$ cat src/rtl/ctr_seq_pkg.sv
// Shared types and widths for the counter sweep sequencer.
// Holds the FSM state enum and the counter datapath widths.
package ctr_seq_pkg;

  localparam int CNT_W  = 8;
  localparam int LOAD_W = 4;

  typedef enum logic [2:0] {
    S_IDLE,
    S_LOAD,
    S_UP,
    S_DOWN,
    S_DONE
  } state_t;

endpackage

$ cat src/rtl/counter_sweep_ctrl_step_prescaler.sv
// Step-rate divider: tick once every div+1 cycles while run is high.
// Ports: clk, rst_n, clear (sync zero), run, div -> tick.
module step_prescaler #(
  parameter int PRESC_W = 4
) (
  input  logic               clk,
  input  logic               rst_n,
  input  logic               clear,
  input  logic               run,
  input  logic [PRESC_W-1:0] div,
  output logic               tick
);

  logic [PRESC_W-1:0] count;

  assign tick = run && (count == div);

  always_ff @(posedge clk or negedge rst_n) begin
    if (!rst_n) begin
      count <= '0;
    end else if (clear || tick) begin
      count <= '0;
    end else if (run) begin
      count <= count + 1'b1;
    end
  end

endmodule

$ cat src/rtl/counter_sweep_ctrl.sv
// Sequencer driving an 8-bit up/down counter through up or ping-pong sweeps.
// Ports: start/stop + latched config in; cnt_* control, busy/done/aborted/sweeps_done out.
module counter_sweep_ctrl
  import ctr_seq_pkg::*;
#(
  parameter int PRESC_W = 4
) (
  input  logic               clk,
  input  logic               rst_n,
  input  logic               start,
  input  logic               stop,
  input  logic [LOAD_W-1:0]  start_val,
  input  logic [CNT_W-1:0]   limit,
  input  logic               pingpong,
  input  logic [3:0]         reps,
  input  logic [PRESC_W-1:0] div,
  input  logic [CNT_W-1:0]   cnt_value,
  output logic               cnt_load,
  output logic [LOAD_W-1:0]  cnt_load_val,
  output logic               cnt_enable,
  output logic               cnt_dir_up,
  output logic               busy,
  output logic               done,
  output logic               aborted,
  output logic [3:0]         sweeps_done
);

  state_t state, state_n;

  logic [LOAD_W-1:0]  sv_q;
  logic [CNT_W-1:0]   lim_q;
  logic               pp_q;
  logic [3:0]         reps_q;
  logic [PRESC_W-1:0] div_q;

  logic       at_lim, at_start;
  logic       run, tick;
  logic       accept, sweep_end;
  logic [3:0] sweeps_inc;

  assign at_lim     = cnt_value >= lim_q;
  assign at_start   = cnt_value <= {{(CNT_W-LOAD_W){1'b0}}, sv_q};
  assign sweeps_inc = sweeps_done + 4'd1;
  assign busy       = state != S_IDLE;

  // Prescaler only counts while a step is actually pending;
  // at turn points, abort and outside UP/DOWN it sits at zero.
  assign run = !stop &&
               ((state == S_UP && !at_lim) ||
                (state == S_DOWN && !at_start));

  step_prescaler #(
    .PRESC_W (PRESC_W)
  ) u_presc (
    .clk   (clk),
    .rst_n (rst_n),
    .clear (!run),
    .run   (run),
    .div   (div_q),
    .tick  (tick)
  );

  always_comb begin
    state_n      = state;
    cnt_load     = 1'b0;
    cnt_load_val = '0;
    cnt_enable   = 1'b0;
    cnt_dir_up   = 1'b0;
    done         = 1'b0;
    accept       = 1'b0;
    sweep_end    = 1'b0;

    unique case (state)
      S_IDLE: begin
        if (start && !stop) begin
          accept  = 1'b1;
          state_n = S_LOAD;
        end
      end
      S_LOAD: begin
        cnt_load     = 1'b1;
        cnt_load_val = sv_q;
        state_n      = S_UP;
      end
      S_UP: begin
        cnt_dir_up = 1'b1;
        if (at_lim) begin
          if (pp_q) state_n = S_DOWN;
          else      sweep_end = 1'b1;
        end else begin
          cnt_enable = tick;
        end
      end
      S_DOWN: begin
        if (at_start) sweep_end = 1'b1;
        else          cnt_enable = tick;
      end
      S_DONE: begin
        done    = 1'b1;
        state_n = S_IDLE;
      end
      default: state_n = S_IDLE;
    endcase

    if (sweep_end) begin
      if (sweeps_inc == reps_q) state_n = S_DONE;
      else if (pp_q)            state_n = S_UP;
      else                      state_n = S_LOAD;
    end

    // Abort wins: nothing reaches the counter this cycle.
    if (stop && state != S_IDLE) begin
      cnt_load   = 1'b0;
      cnt_enable = 1'b0;
      done       = 1'b0;
      sweep_end  = 1'b0;
      state_n    = S_IDLE;
    end
  end

  always_ff @(posedge clk or negedge rst_n) begin
    if (!rst_n) begin
      state <= S_IDLE;
    end else begin
      state <= state_n;
    end
  end

  always_ff @(posedge clk or negedge rst_n) begin
    if (!rst_n) begin
      sv_q        <= '0;
      lim_q       <= '0;
      pp_q        <= 1'b0;
      reps_q      <= '0;
      div_q       <= '0;
      sweeps_done <= '0;
      aborted     <= 1'b0;
    end else begin
      if (accept) begin
        sv_q        <= start_val;
        lim_q       <= limit;
        pp_q        <= pingpong;
        reps_q      <= (reps == 4'd0) ? 4'd1 : reps;
        div_q       <= div;
        sweeps_done <= '0;
        aborted     <= 1'b0;
      end else if (sweep_end) begin
        sweeps_done <= sweeps_inc;
      end
      if (stop && state != S_IDLE) begin
        aborted <= 1'b1;
      end
    end
  end

endmodule

$ cat config.mk
export PLATFORM = sky130hd
export DESIGN_NAME = counter_sweep_ctrl
export DESIGN_NICKNAME = d
export VERILOG_FILES = /design/src/rtl/ctr_seq_pkg.sv /design/src/rtl/counter_sweep_ctrl_step_prescaler.sv /design/src/rtl/counter_sweep_ctrl.sv
export SDC_FILE = /design/constraint.sdc
export NUM_CORES = 1
export LEC_CHECK = 0
export BUFFER_PORTS_ARGS = -buffer_cell sky130_fd_sc_hd__buf_2
export CAP_MARGIN = 5
export CORE_MARGIN = 2
export CORE_UTILIZATION = 40
export DETAILED_ROUTE_END_ITERATION = 6
export GPL_TIMING_DRIVEN = 1
export PLACE_DENSITY = 0.64
export SLEW_MARGIN = 0
export SYNTH_ARGS = -nofsm -noshare
export SYNTH_HDL_FRONTEND = slang
export SYNTH_HIERARCHICAL = 1
export SYNTH_SLANG_ARGS = --single-unit
$ cat constraint.sdc
create_clock -name clk -period 8.25 [get_ports clk]
set_input_delay 1.65 -clock clk [delete_from_list [all_inputs] [get_ports clk]]
set_output_delay 1.65 -clock clk [all_outputs]
set_load 0.01 [all_outputs]
==> run metrics <==
status=finished clean; nets@finish=293; Leak=1.13 nW; die area=0.00566 mm^2; post-route ant nets=0; Final Setup Violations=0; top_reg_cell synth=dfrtp_1; # H-tree levels=2; Post-Route Setup TNS=0 ns; total grt overflow=0; Power Density=292 mW/mm^2; CTS tree=built; routed vias=1,555; Final min period=5.77 ns; initial core utilization=42.1%; design area=0.00238 mm^2; R2R setup slack=5.59 ns; total track usage=15.8%; dpl cell area=0.00230 mm^2; Synth Register Bits=33; R2R Path Start=lim_q[0]; Hold WC Path Type=flop to flop; Period Utilization, post-route=69.9%; GPL Wtd Cong=0.743; commonest cells after routing, fill and taps aside=buf_2, dfrtp_1, inv_1; Reg2Reg Capture Point=u_presc/count[3]; Hold Vio Cnt, Final=0; WHS Path Cells=1; min-delay src=div_q[0]; Seq/Total Area, Yosys=40.7%; total power=0.697 mW; critical path required time=6.60 ns; commonest non-fill, non-tap cell in the layout=buf_2; fin. max-slew vios=0; Avg Inst Size Synth=10.2 um^2; initial antenna violation count=0; area delta synth->final=17.5%; routed wire length=3.99 mm; HPWL Detailed=3.03 mm; Die H=75.2 um; Crit. End Element=output port; Clk Latency, worst-skew pair=0.28 ns; clock sinks=33; area of the core=0.00482 mm^2; Longest Clk Path Bufs=2; Async SR Flop Fraction=100%; Rows=25; Slew @ Worst Pin=0.747 ns; Vias per Instance=4.95; largest net degree at the start of global routing=34; Slew HR=50.2%; total CTS buffers=5; Syn Nets=246; Die Wd=75.2 um; crit path capture=cnt_enable; ratio of cells with drive above 1 in the final layout=28.7%; RSZ-0062 raised after global routing=no; synth unique cells=44; port bufs=46; Crit Path Max Fanout=9; Iter 0 DRT Violations=59; clock transition at the registers of the reported paths=0.06 ns; Post-synth EDFFs=0; CP startpoint=cnt_value[0]; root buf cell=clkbuf_8; wire per inst=12.7 um; number of global-route vias before repair=1,488; # hold bufs at CTS=0; R2R depth=8; CP Data Arrival Time=4.12 ns; setup bufs post-CTS=0; PostCTS Resize Cnt=0; final worst slack=2.48 ns; synth warn=6; kind of start point of the critical path=input port; Final Hold Slack=0.508 ns; skew final=0.00262 ns; achievable frequency=0.173 GHz; kind of critical path=input port to output port; maximum vdd drop=0.000124 V; Post-Synthesis Cell Area=0.00203 mm^2; dpl ws=2.47 ns; # diodes=0; Pre-antenna DRT Iters=4; # IOs=47; total of max-cap violations=0; first-pass GRT wire length=6.69 mm; DRC=0; Synth Instances=199
-- registers in the layout (all words and copies together), names as in the netlist --
register / flops
reps_q: 4
u_presc/count: 4
lim_q: 8
div_q: 4
aborted: 1
sv_q: 4
sweeps_done: 4
state: 3
pp_q: 1
-- routing by layer --
layer / track usage, % / wire [um] / up-vias
met5: 0 / 0 / -
met4: 6.43 / 71 / 0
met3: 3.21 / 151 / 8
met2: 26.3 / 1950 / 29
met1: 20.1 / 1810 / 727
li1: - / - / 791
-- metrics by stage --
stage / util (%) / std cells
2_1_floorplan: - / 199
3_3_place_gp: 47.8 / 306
3_5_place_dp: 47.8 / 306
4_1_cts: 49.5 / 314
5_1_grt: 49.5 / 314
6_report: 49.5 / 314
-- cell families after synthesis --
group,synth area share (%)
and+or+nand+nor,16.9
AOI/OAI and AO/OA,17.6
DFF,40.7
buffers and inverters,5.43
adders and majority gates,8.64
xor gates and xnor gates,4.75
muxes,5.98
-- cell usage after synthesis (all sizes together), types with 2 or more instances --
cell      n  area share [%]
mux2i     2            0.99
xor2      5             2.2
a2111oi   2             2.7
ha       14             8.6
dfrtp    33              41
o21ai    15             3.7
nand2    15             2.8
nor2     13             2.5
a211oi    5             1.9
o211a     2            0.99
nand3     6             1.5
nand4     4             1.2
inv      17             3.1
mux2      9             5.0
nor4b     2            0.86
a21oi     8             2.0
nor2b     5             1.9
nand2b    5             1.9
xnor2     6             2.6
a21o      2            0.74
buf       4             1.7
and2      7             2.2
clkbuf    3            0.56
-- worst max-delay path, cell delays in order --
cell      delay [ns]
buf_2           0.08
inv_1           0.04
ha_1            0.28
nand2b_4        0.13
a2111o_1        0.44
a221oi_4        0.39
o211a_1         0.34
o2111a_1        0.33
and2_1          0.14
and3_2          0.17
buf_2           0.13
-- worst min path at each step --
stage                     slack [ns]       end
after floorplan                 0.48  div_q[0]
after global placement          0.50  div_q[0]
after detailed placement        0.50  div_q[0]
after CTS                       0.51  div_q[0]
after global routing            0.55  div_q[2]
final                           0.51  div_q[0]
-- power breakdown --
group          internal, mW  switching [mW]  leakage (nW)
sequential            0.225          0.0452         0.414
clock                0.0599          0.0556        0.0395
combinational         0.147           0.165         0.679
-- cell type report --
| cell class | instances | area, um^2 |
|---|---|---|
| Clock buffer | 8 | 80.1 |
| Fill cell | 506 | 2430 |
| Inverter | 17 | 63.8 |
| Multi-Input combinational cell | 142 | 1090 |
| Sequential cell | 33 | 826 |
| Tap cell | 67 | 83.8 |
| Timing Repair Buffer | 47 | 238 |
Note: power is estimated with default switching activity, not from simulation.
